`src/rtl/ps2_rx_fifo.sv`:
```
// PS/2 device-to-host receiver. Pins are synchronised and glitch-filtered, frames are
// assembled by a timeout-guarded FSM, and good bytes go to a show-ahead FIFO for the CPU.
module ps2_rx_fifo #(
   parameter int FILTER_LEN  = 4,
   parameter int DEPTH       = 8,
   parameter int TIMEOUT_CYC = 10000
) (
   input  logic                     clk,
   input  logic                     rst,
   input  logic                     ps_clk,
   input  logic                     ps_data,
   input  logic                     rd_en,
   input  logic                     clr_ovf,
   output logic [7:0]               data_out,
   output logic                     valid,
   output logic [$clog2(DEPTH):0]   count,
   output logic                     irq,
   output logic                     overflow,
   output logic                     err_parity,
   output logic                     err_timeout
);
   localparam int AW = $clog2(DEPTH);
   localparam int FW = $clog2(FILTER_LEN);
   localparam int TW = $clog2(TIMEOUT_CYC + 1);

   typedef enum logic [1:0] {
      S_IDLE  = 2'd0,
      S_RECV  = 2'd1,
      S_CHECK = 2'd2
   } state_t;

   // Frame layout in the shifter: [0]=start, [8:1]=data, [9]=parity, [10]=stop.
   function automatic logic frame_good(input logic [10:0] f);
      return (f[0] == 1'b0) && (f[10] == 1'b1) && ((^f[9:1]) == 1'b1);
   endfunction

   logic [1:0]    sync1_q, sync2_q, filt_q;
   logic [FW-1:0] flt_cnt_q [2];
   logic          filt_clk_prev_q;
   logic          fall_s;

   state_t        state_q;
   logic [3:0]    bit_cnt_q;
   logic [TW-1:0] tmo_q;
   logic [10:0]   shift_q;

   logic [7:0]    mem_q [DEPTH];
   logic [AW-1:0] wr_ptr_q, wr_ptr_d, rd_ptr_q, rd_ptr_d;
   logic [AW:0]   count_q, count_d;
   logic [7:0]    data_out_q, data_out_d;
   logic          valid_q, irq_q, overflow_q, err_parity_q, err_timeout_q;
   logic          good_s, full_s, pop_s, push_s;

   // Bit 0 carries ps_clk, bit 1 carries ps_data; both idle high.
   always_ff @(posedge clk) begin
      if (rst) begin
         sync1_q         <= 2'b11;
         sync2_q         <= 2'b11;
         filt_q          <= 2'b11;
         filt_clk_prev_q <= 1'b1;
         for (int i = 0; i < 2; i++) flt_cnt_q[i] <= '0;
      end else begin
         sync1_q         <= {ps_data, ps_clk};
         sync2_q         <= sync1_q;
         filt_clk_prev_q <= filt_q[0];
         for (int i = 0; i < 2; i++) begin
            if (sync2_q[i] != filt_q[i]) begin
               if (flt_cnt_q[i] == FW'(FILTER_LEN - 1)) begin
                  filt_q[i]    <= sync2_q[i];
                  flt_cnt_q[i] <= '0;
               end else begin
                  flt_cnt_q[i] <= flt_cnt_q[i] + 1'b1;
               end
            end else begin
               flt_cnt_q[i] <= '0;
            end
         end
      end
   end

   assign fall_s = filt_clk_prev_q & ~filt_q[0];

   always_comb begin
      good_s   = frame_good(shift_q);
      full_s   = (count_q == (AW+1)'(DEPTH));
      pop_s    = rd_en & valid_q;
      push_s   = (state_q == S_CHECK) & good_s & (~full_s | pop_s);
      wr_ptr_d = push_s ? wr_ptr_q + 1'b1 : wr_ptr_q;
      rd_ptr_d = pop_s  ? rd_ptr_q + 1'b1 : rd_ptr_q;
      case ({push_s, pop_s})
         2'b10:   count_d = count_q + 1'b1;
         2'b01:   count_d = count_q - 1'b1;
         default: count_d = count_q;
      endcase
      // The head is registered, so a byte landing in the new head slot bypasses memory.
      if (count_d == '0) begin
         data_out_d = 8'h00;
      end else if (push_s && (wr_ptr_q == rd_ptr_d)) begin
         data_out_d = shift_q[8:1];
      end else begin
         data_out_d = mem_q[rd_ptr_d];
      end
   end

   always_ff @(posedge clk) begin
      if (push_s) begin
         mem_q[wr_ptr_q] <= shift_q[8:1];
      end
   end

   always_ff @(posedge clk) begin
      if (rst) begin
         state_q       <= S_IDLE;
         bit_cnt_q     <= 4'd0;
         tmo_q         <= '0;
         shift_q       <= 11'h000;
         wr_ptr_q      <= '0;
         rd_ptr_q      <= '0;
         count_q       <= '0;
         data_out_q    <= 8'h00;
         valid_q       <= 1'b0;
         irq_q         <= 1'b0;
         overflow_q    <= 1'b0;
         err_parity_q  <= 1'b0;
         err_timeout_q <= 1'b0;
      end else begin
         wr_ptr_q      <= wr_ptr_d;
         rd_ptr_q      <= rd_ptr_d;
         count_q       <= count_d;
         data_out_q    <= data_out_d;
         valid_q       <= (count_d != '0);
         irq_q         <= push_s;
         err_parity_q  <= 1'b0;
         err_timeout_q <= 1'b0;
         if ((state_q == S_CHECK) && good_s && full_s && !pop_s) begin
            overflow_q <= 1'b1;
         end else if (clr_ovf) begin
            overflow_q <= 1'b0;
         end
         case (state_q)
            S_IDLE: begin
               if (fall_s) begin
                  state_q   <= S_RECV;
                  bit_cnt_q <= 4'd1;
                  tmo_q     <= '0;
                  shift_q   <= {filt_q[1], shift_q[10:1]};
               end
            end
            S_RECV: begin
               if (fall_s) begin
                  tmo_q     <= '0;
                  bit_cnt_q <= bit_cnt_q + 4'd1;
                  shift_q   <= {filt_q[1], shift_q[10:1]};
                  if (bit_cnt_q == 4'd10) begin
                     state_q <= S_CHECK;
                  end
               end else if (tmo_q == TW'(TIMEOUT_CYC - 1)) begin
                  state_q       <= S_IDLE;
                  bit_cnt_q     <= 4'd0;
                  tmo_q         <= '0;
                  err_timeout_q <= 1'b1;
               end else begin
                  tmo_q <= tmo_q + 1'b1;
               end
            end
            S_CHECK: begin
               state_q      <= S_IDLE;
               bit_cnt_q    <= 4'd0;
               err_parity_q <= ~good_s;
            end
            default: begin
               state_q   <= S_IDLE;
               bit_cnt_q <= 4'd0;
            end
         endcase
      end
   end

   assign data_out    = data_out_q;
   assign valid       = valid_q;
   assign count       = count_q;
   assign irq         = irq_q;
   assign overflow    = overflow_q;
   assign err_parity  = err_parity_q;
   assign err_timeout = err_timeout_q;
endmodule

```
`config.mk`:
```
export PLATFORM = sky130hd
export DESIGN_NAME = ps2_rx_fifo
export DESIGN_NICKNAME = d
export VERILOG_FILES = /design/src/rtl/ps2_rx_fifo.sv
export SDC_FILE = /design/constraint.sdc
export NUM_CORES = 1
export LEC_CHECK = 0
export CELL_PAD_IN_SITES_DETAIL_PLACEMENT = 0
export CELL_PAD_IN_SITES_GLOBAL_PLACEMENT = 1
export CORE_ASPECT_RATIO = 0.7
export CORE_MARGIN = 1
export CORE_UTILIZATION = 49
export CTS_CLUSTER_DIAMETER = 80
export CTS_CLUSTER_SIZE = 16
export DETAILED_ROUTE_END_ITERATION = 10
export PLACE_DENSITY = 0.83
export SYNTH_ARGS = -nofsm -noshare
export SYNTH_HDL_FRONTEND = slang
export SYNTH_SLANG_ARGS = --single-unit
export TNS_END_PERCENT = 50
```
`constraint.sdc`:
```
create_clock -name clk -period 4.3 [get_ports clk]
set_input_delay 0.86 -clock clk [delete_from_list [all_inputs] [get_ports clk]]
set_output_delay 0.86 -clock clk [all_outputs]
set_load 0.03 [all_outputs]
```
* Yosys cells after proc, flatten, opt, wreduce, memory -nomap -nowiden
Memory sizes are Yosys's and may differ from the RTL's. A register that Yosys moved wholly into a read port is not among the register bits.
Cells that the tools add are included.
** Operators by class
- Add/subtract/negate cells :: 8
- Eq/ne operators :: 14
- Muxes and demuxes :: 50
- Bitwise operators :: 17
- Reductions and logical operators :: 22
** Operator list (count)
- 2-to-1 mux 14 bit :: 3
- 2-to-1 mux 1 bit :: 29
- case mux 14 bit (2 select lines) :: 1
- 2-to-1 mux 2 bit :: 10
- case mux 4 bit (2 select lines) :: 2
- adder 14 x 1 -> 14 bit, second input constant :: 1
- equality test 14 bit, second input constant :: 1
- 2-to-1 mux 4 bit :: 3
- AND reduction 2 bit :: 5
- parity 9 bit :: 1
- adder 4 x 1 -> 4 bit, second input constant :: 2
- equality test 2 bit, second input constant :: 4
- equality test 4 bit, second input constant :: 2
- bitwise OR 1 bit :: 7
- adder 3 x 1 -> 3 bit, second input constant :: 2
- != test 3 bit, second input constant :: 2
- NOT 1 bit :: 6
- OR reduction 2 bit :: 3
- logical AND 1 bit :: 5
- adder 2 x 1 -> 2 bit, second input constant :: 2
- bitwise AND 1 bit :: 4
- equality test 2 x 1 -> 1 bit, second input constant :: 2
- zero test 4 bit :: 1
- case mux 2 bit (2 select lines) :: 1
- 10 further kinds :: 12
** Word-level totals
- Register bits after elaboration :: 53
- Memory bits (writable) :: 68
- Input bits :: 6
- Output and inout bits :: 17
- Word-level logic and storage cells :: 130
- Memories kept :: 2
** Memory list
- mem_q :: words 8, width 8, read ports 1, clocked after Yosys merged registers in 1, wr ports 1, RTL line 47 : logic [7:0] mem_q [DEPTH];
- flt_cnt_q :: words 2, width 2, read ports 2, clocked after Yosys merged registers in 0, wr ports 2, RTL line 38 : logic [FW-1:0] flt_cnt_q [2];

* Depth between registers and ports, before layout
Gate-level depths: netlist (run 1).
- Depth after elaboration :: 9
- Mapped depth :: 13
- Gate-level depth less buffers :: 12

* Worst setup path after synthesis (run 1)
OpenSTA, ideal clock, no wires.
- Path type :: register to register
- From :: register shift_q[5]
- To :: register data_out_q[7], in the netlist data_out[7], read port of mem_q
- Setup time :: 122 ps
- Data arrival time :: 3125 ps
- Data required time :: 4178 ps
- Slack :: 1053 ps
- Stages on the path, launching flop included :: 12
- Path buffers :: 0
- Clock period less this slack :: 3247 ps
- Cell sequence :: dfxtp_1 xor2_1 xnor3_2 mux2i_1 nand2_1 fa_1 xor2_1 nand3_1 a2111oi_0 mux2i_1 nand4_2 o2bb2a_1
** Between the ends
- Cells in the longest elaborated chain, start to end :: 8
- Elaborated cells on any way between the ends :: 9
- Classes of those cells :: 2 x eq/ne; 1 x mux; 2 x bitwise; 4 x reduce/logical
** Ends and longest elaborated chain
- start, declared :: RTL line 45 : logic [10:0] shift_q;
- start signal, assigned :: RTL line 146 : shift_q <= {filt_q[1], shift_q[10:1]};
- start signal, assigned :: RTL line 153 : shift_q <= {filt_q[1], shift_q[10:1]};
- parity 9 bit * :: RTL line 34 : return (f[0] == 1'b0) && (f[10] == 1'b1) && ((^f[9:1]) == 1'b1);
- logical AND 1 bit * :: RTL line 34
- bitwise AND 1 bit * (2 in a row) :: RTL line 87 : push_s = (state_q == S_CHECK) & good_s & (~full_s | pop_s);
- equality test 2 x 1 -> 1 bit or equality test 2 bit (tied branches) :: RTL line 90 : case ({push_s, pop_s})
- case mux 4 bit (2 select lines) * :: RTL line 90
- zero test 4 bit * :: RTL line 96 : if (count_d == '0) begin
- OR reduction 2 bit (no source line) *
- end, declared :: RTL line 50 : logic [7:0] data_out_q, data_out_d;
Every way passes the cells marked *; elsewhere a longest branch is shown, timed or not.
A chain may end at the register's enable or synchronous reset.

* Final worst setup path (run 1)
- From :: register shift_q[3]
- To :: register data_out_q[7], in the netlist data_out[7], read port of mem_q
Same word-level chain as after synthesis.

==> results of run 1 <==
==> power by group <==
part	internal [µW]	switching [µW]	total (µW)
sequential	1290	2.93	1290
combinational	11.9	18.1	30.0
clock	811	529	1340
total	2110	550	2660
==> metal layers <==
metal | vias up | routed length, µm | global-route usage
met5 | - | 0 | 0
met4 | 0 | 94 | 0.0676
met3 | 9 | 706 | 0.0581
met2 | 119 | 5230 | 0.317
met1 | 1779 | 5470 | 0.313
li1 | 1781 | - | -
==> how the worst min path moves through the flow <==
stage / end / slack, ns / startpoint / cells after the start
floorplan: sync2_q[0]$_SDFF_PP1_ / 0.39 / sync1_q[0]$_SDFF_PP1_ / 1
global placement: sync2_q[1]$_SDFF_PP1_ / 0.40 / sync1_q[1]$_SDFF_PP1_ / 1
detailed placement: sync2_q[0]$_SDFF_PP1_ / 0.39 / sync1_q[0]$_SDFF_PP1_ / 1
CTS: sync2_q[0]$_SDFF_PP1_ / 0.41 / sync1_q[0]$_SDFF_PP1_ / 1
global route: sync2_q[0]$_SDFF_PP1_ / 0.43 / sync1_q[0]$_SDFF_PP1_ / 1
finish: sync2_q[0]$_SDFF_PP1_ / 0.41 / sync1_q[0]$_SDFF_PP1_ / 1
==> sequential cells by signal (all words and copies together) (netlist names) <==
name / count
overflow: 1
tmo_q: 14
irq: 1
valid: 1
bit_cnt_q: 4
state_q: 2
data_out: 8
rd_ptr_q: 3
sync1_q: 2
mem_q: 64
shift_q: 11
err_timeout: 1
count: 4
flt_cnt_q: 4
filt_clk_prev_q: 1
wr_ptr_q: 3
filt_q: 2
err_parity: 1
sync2_q: 2
==> cells in the final DEF (no fill, tap or decap), types with 15 or more instances in the layout <==
master and n:
sky130_fd_sc_hd__clkbuf_16 17, sky130_fd_sc_hd__mux2i_1 15, sky130_fd_sc_hd__nand2_1 33, sky130_fd_sc_hd__o21ai_0 20, sky130_fd_sc_hd__a21oi_1 26, sky130_fd_sc_hd__edfxtp_1 68, sky130_fd_sc_hd__clkdlybuf4s50_1 22, sky130_fd_sc_hd__buf_4 17
sky130_fd_sc_hd__dfxtp_1 61, sky130_fd_sc_hd__nor3_1 15, sky130_fd_sc_hd__nor2_1 45
==> area by class of cell <==
cell class              count  share of cell area
repair buffers             39              0.0531
clock inverters            12              0.0170
well taps                 153              0.0292
flip-flops and latches    129               0.498
multi-input cells         298               0.327
inverters                  13             0.00744
clock buffers              20              0.0681
==> synthesized netlist by cell type, drive strengths merged (2+ instances only) <==
cell    instances
edfxtp         68
dfxtp          61
nor2           45
nand2          33
a21oi          26
o21ai          21
mux2i          15
nor3           15
mux4           14
clkbuf         12
inv            12
nand3          12
a221oi         11
xnor2          11
xor2           10
ha              9
nand4           7
and3            6
or3             6
nor2b           5
nor4            5
or2             5
buf             4
a21o            3
nand2b          3
xnor3           3
a211oi          2
and2            2
and4            2
mux2            2
nand3b          2
nand4b          2
==> cells by family after synthesis <==
| family | Yosys count |
|---|---|
| mux | 31 |
| simple gates | 153 |
| flops | 129 |
| xor+xnor | 24 |
| buf+inv | 29 |
| other cells | 1 |
| compound gates | 76 |
| fa+ha+maj | 10 |
==> per-stage QoR <==
step,instance area [µm²],worst slack (ns),instances
3_5_place_dp,6000,0.256,632
4_1_cts,6560,0.557,664
3_3_place_gp,6000,0.400,632
2_1_floorplan,5530,1.05,456
6_report,6560,0.448,664
5_1_grt,6560,0.265,664
==> results.yml, run 1 <==
worst_setup_path:
  crit_path_cell_trace: "xnor3_1, nor2b_1, mux2i_1, nand2_1, inv_1, ha_1, xor2_1, nand3_1, a2111oi_0, mux2i_1, nand4_2, o2bb2a_1"
  critical_path_required_ns: 4.60
  timing.reg2reg.worst_path_depth: 12
  critPathMaxFanout: 12
  path_class: "register to register"
  worst_r2r_startpoint: "shift_q[3]$_SDFFE_PP0P_"
  worstSetupStartpointType: "register"
  critical-path-top-delay-family: "simple AND/OR/NAND/NOR gates"
  cp.arrival_ns: 4.15
  worst_path_most_repeated_cell: "sky130_fd_sc_hd__mux2i_1"
  worst_setup_path_endpoint: "data_out[7]$_SDFF_PP0_"
  regToRegEndpoint: "data_out[7]$_SDFF_PP0_"
  crit_path_end_kind: "register"
  cell_with_the_largest_stage_delay_on_the_worst_path: "sky130_fd_sc_hd__dfxtp_1"
  worst_path_largest_cell_delay_ns: 0.59
  worstSetupPathDepth: 12
  path_buf_inv: 1
  timing.critical_path.from: "shift_q[3]$_SDFFE_PP0P_"
  ff2ff_setup_slack_ns: 0.45
sta:
  finalSetupViolations: 0
  final.setup_skew_ns: 0.00979
  sum_neg_setup_slack_ns: 0
  maxSlewHeadroom: 0.357
  final_max_slew_viol_count: 0
  fin_hold_ws_ns: 0.407
  tightest_slew_ns: 0.959
  grt_setup_unrepaired: "false"
  fin_crit_sh: 0.896
  maxClockFrequency_mhz: 260
  final-hold-violation-count: 0
  min_tclk_post_route_ns: 3.85
detailed_routing:
  dr.first_iter.drc_count: 350
  detail_route.first_pass.iterations: 5
  avg_wl_per_cell_um: 17.3
  drt-total-wl_um: 11500
  final_antenna_net_count: 0
  drc: 0
  avgViaCountPerCell: 5.55
  vias: 3688
die:
  die_w_um: 129
  initial_utilization: 0.503
  fp.coreArea_mm2: 0.0110
  pin_count: 23
  overall_die_height_um: 90.8
  placementRows: 32
  floorplan.die_area_mm2: 0.0117
grt:
  first_global_vias: 3586
  grt_pass1_wl_um: 18900
  grt-ovfl-total: 0
  grt_max_degree: 43
  antenna_found_initial: 0
  grtUsageTotal: 0.217
clock_tree:
  clockBufferDepth: 2
  cts-root-buf: "sky130_fd_sc_hd__clkbuf_16"
  numClockSinks: 129
  clock_network_latency_to_the_later_pin_of_the_worst_skew_pair_ns: 0.41
  postCtsSetupRepairBufs: 0
  cts-hold-fix-buffers: 0
  cts-htree-levels: 4
  cts_tree: "built"
  cts.clk_slew.worst_paths_ns: 0.06
  post_cts_resize_count: 0
  cts_made_buffers: 17
synthesis:
  synthTopCellsByArea: "sky130_fd_sc_hd__edfxtp_1, sky130_fd_sc_hd__dfxtp_1, sky130_fd_sc_hd__mux4_2, sky130_fd_sc_hd__nor2_1, sky130_fd_sc_hd__mux2i_1"
  synth_register_bits: 129
  synth_cells: 453
  yosysWarnings: 0
  syn-cell-area_mm2: 0.00552
  synth-compound-area-share: 0.0882
  synth_top_cell_by_area: "sky130_fd_sc_hd__edfxtp_1"
  ys_seq_area_frac: 0.591
  syn_avg_cell_area_um2: 12.2
  main_combinational_cell_family_by_area_after_synthesis: "simple AND/OR/NAND/NOR gates"
  async_reset_ff_frac: 0
  synth_enable_flop_cells: 68
  synth.area.mux_share: 0.0891
  synth_largest_type_area_fraction: 0.370
  synthesized_area_fraction_occupied_by_adder_cells: 0.0240
  xor_and_xnor_area_share_after_synthesis: 0.0472
  synth_cell_types: 61
  dominantRegCellSynth: "sky130_fd_sc_hd__edfxtp_1"
  synth_simple_gate_area_share: 0.138
finish:
  fillCellCount: 906
  multiInputGateArea_mm2: 0.00215
  finalNetCount: 514
  drive_gt1_frac: 0.151
  num_antenna_cells: 0
  area_growth_syn_to_layout_pct: 18.8
  sequential_cell_area_mm2: 0.00326
  post-route-util: 0.598
placement:
  detailed_placement_hpwl_um: 7710
  port-buffer-count: 22
  place.gp.congestion: 0.838
pwr:
  maximum_vdd_drop_uv: 255
  power_uw: 2660
  leakage_uw: 0.00230
  power.density_cell_area_mw_per_mm2: 406
job:
  max_cap_violations: 0
hold_path:
  hold_path.class: "register to register"
status:
  status: "completed"
Power figures use the tool's default switching activity.
==> run 2: changes to the inputs <==
HOLD_SLACK_MARGIN = 0.06   (was unset)
==> results of run 2 <==
No change in the layout: final DEF, timing and power equal those of run 1.
==> run 3: changes to the inputs <==
CORE_UTILIZATION = 29   (was 49)
PLACE_DENSITY = 0.56   (was 0.83)
==> run 3 against run 2 <==
Net effect: wire length is 7.7% higher; final cell count is 13% higher; sequential power hardly changed; die area is 67% higher.
==> results.yml, run 3 (synthesis gave the netlist of run 1 again) <==
die:
  overall_die_height_um: 117
  initial_utilization: 0.301
  pin_count: 23
  placementRows: 41
  die_w_um: 167
  floorplan.die_area_mm2: 0.0196
  fp.coreArea_mm2: 0.0183
sta:
  finalSetupViolations: 0
  maxClockFrequency_mhz: 258
  tightest_slew_ns: 1.14
  min_tclk_post_route_ns: 3.87
  maxSlewHeadroom: 0.236
  grt_setup_unrepaired: "false"
  final-hold-violation-count: 0
  fin_crit_sh: 0.901
  final_max_slew_viol_count: 0
  sum_neg_setup_slack_ns: 0
  final.setup_skew_ns: 0.00892
worst_setup_path:
  timing.critical_path.from: "shift_q[5]$_SDFFE_PP0P_"
  worstSetupPathDepth: 12
  crit_path_cell_trace: "xor2_1, xnor3_2, mux2i_1, nand2_1, inv_1, ha_1, xor2_1, nand3_1, a2111oi_0, mux2i_1, nand4_2, o2bb2a_1"
  critical-path-top-delay-family: "XOR/XNOR gates"
  path_class: "register to register"
  cell_with_the_largest_stage_delay_on_the_worst_path: "sky130_fd_sc_hd__dfxtp_1"
  critPathMaxFanout: 12
  worst_path_largest_cell_delay_ns: 0.57
  critical_path_required_ns: 4.61
  crit_path_end_kind: "register"
  cp.arrival_ns: 4.18
  ff2ff_setup_slack_ns: 0.43
  worst_r2r_startpoint: "shift_q[5]$_SDFFE_PP0P_"
  regToRegEndpoint: "data_out[7]$_SDFF_PP0_"
  timing.reg2reg.worst_path_depth: 12
  path_buf_inv: 1
  worstSetupStartpointType: "register"
hold_path:
  min_path_cells: 1
  capture_endpoint_of_the_worst_hold_path: "sync2_q[1]$_SDFF_PP1_"
  beginning_of_the_worst_hold_path: "sync1_q[1]$_SDFF_PP1_"
  hold_path.class: "register to register"
clock_tree:
  clock_network_latency_to_the_later_pin_of_the_worst_skew_pair_ns: 0.42
  cts.clk_slew.worst_paths_ns: 0.06
  post_cts_resize_count: 0
  cts_made_buffers: 17
  postCtsSetupRepairBufs: 0
  cts-root-buf: "sky130_fd_sc_hd__clkbuf_16"
  cts-htree-levels: 4
  numClockSinks: 129
  cts_tree: "built"
  clockBufferDepth: 2
  cts-hold-fix-buffers: 0
grt:
  grt_max_degree: 42
  grt_pass1_wl_um: 19600
  grtUsageTotal: 0.133
  grt-ovfl-total: 0
  grt_met1_use: 0.188
  grtUsageMet2: 0.192
  groute.layer.met3.usage: 0.0391
  global_route.peak_usage_layer: "met2"
  first_global_vias: 3577
  antenna_found_initial: 0
status:
  status: "completed"
finish:
  number_of_flip_flops_under_the_largest_register_name: 64
  finalNetCount: 519
  regMostFlops: "mem_q"
  fillCellCount: 1756
  multiInputGateArea_mm2: 0.00215
  largest_registers: "mem_q (64), tmo_q (14), shift_q (11)"
  sequential_cell_area_mm2: 0.00326
  post-route-util: 0.367
  most-common-layout-cells: "sky130_fd_sc_hd__edfxtp_1, sky130_fd_sc_hd__dfxtp_1, sky130_fd_sc_hd__nor2_1, sky130_fd_sc_hd__nand2_1, sky130_fd_sc_hd__a21oi_1"
  num_antenna_cells: 0
  area_growth_syn_to_layout_pct: 21.6
  layout_commonest_cell: "sky130_fd_sc_hd__edfxtp_1"
  drive_gt1_frac: 0.163
placement:
  port-buffer-count: 22
  detailed_placement_hpwl_um: 8320
  place.gp.congestion: 0.779
detailed_routing:
  dr.first_iter.drc_count: 172
  avgViaCountPerCell: 4.90
  final_antenna_net_count: 0
  drt-total-wl_um: 12400
  drc: 0
  avg_wl_per_cell_um: 16.5
  vias: 3687
  detail_route.first_pass.iterations: 5
job:
  max_cap_violations: 0
pwr:
  maximum_vdd_drop_uv: 251
  leakage_uw: 0.00234
  power_uw: 2720
  power.density_cell_area_mw_per_mm2: 406
[run 3: changes by cell type in the layout (fill, tap and decap cells not counted)]
| cell | delta |
|---|---|
| sky130_fd_sc_hd__inv_8 | +1 |
| sky130_fd_sc_hd__buf_4 | +5 |
| sky130_fd_sc_hd__clkbuf_8 | -1 |
| sky130_fd_sc_hd__inv_6 | +5 |
| sky130_fd_sc_hd__clkbuf_1 | -2 |
| sky130_fd_sc_hd__clkinv_2 | -2 |
| sky130_fd_sc_hd__clkinvlp_4 | -1 |
[run 3: layer usage]
layer,vias up,routed length [µm]
li1,1796,-
met2,65,5280
met4,0,186
met1,1810,6490
met3,16,436
met5,-,0
[run 3: through the flow]
step	instance area, µm²	setup slack (ns)	instances	hold slack [ns]
after floorplan	5530	1.05	456	0.389
after CTS	6710	0.425	752	0.421
after detailed placement	6140	0.425	720	0.403
after global routing	6710	0.120	752	0.441
final	6710	0.428	752	0.414
after global placement	6140	0.418	720	0.396
[run 3: how the worst max path moves through the flow]
| stage | endpoint | slack (ns) |
|---|---|---|
| 3_5_place_dp | data_out[7]$_SDFF_PP0_ | 0.43 |
| 3_3_place_gp | data_out[7]$_SDFF_PP0_ | 0.42 |
| 5_1_grt | data_out[3]$_SDFF_PP0_ | 0.12 |
| 2_1_floorplan | data_out[7]$_SDFF_PP0_ | 1.05 |
| 4_1_cts | data_out[7]$_SDFF_PP0_ | 0.43 |
| 6_report | data_out[7]$_SDFF_PP0_ | 0.43 |
[run 3: layout make-up]
type                            count  share of cell area
Inverter                           13             0.00727
Sequential cell                   129               0.486
Clock inverter                     15              0.0222
Clock buffer                       17              0.0634
Multi-Input combinational cell    298               0.320
Timing Repair Buffer               44              0.0574
Tap cell                          236              0.0440
[run 3: report_power, final]
part	switching, µW	leakage (µW)	internal (µW)
clock network	591	0.000278	811
logic	18.7	0.000938	12.1
registers	2.82	0.00113	1290
total	612	0.00234	2110
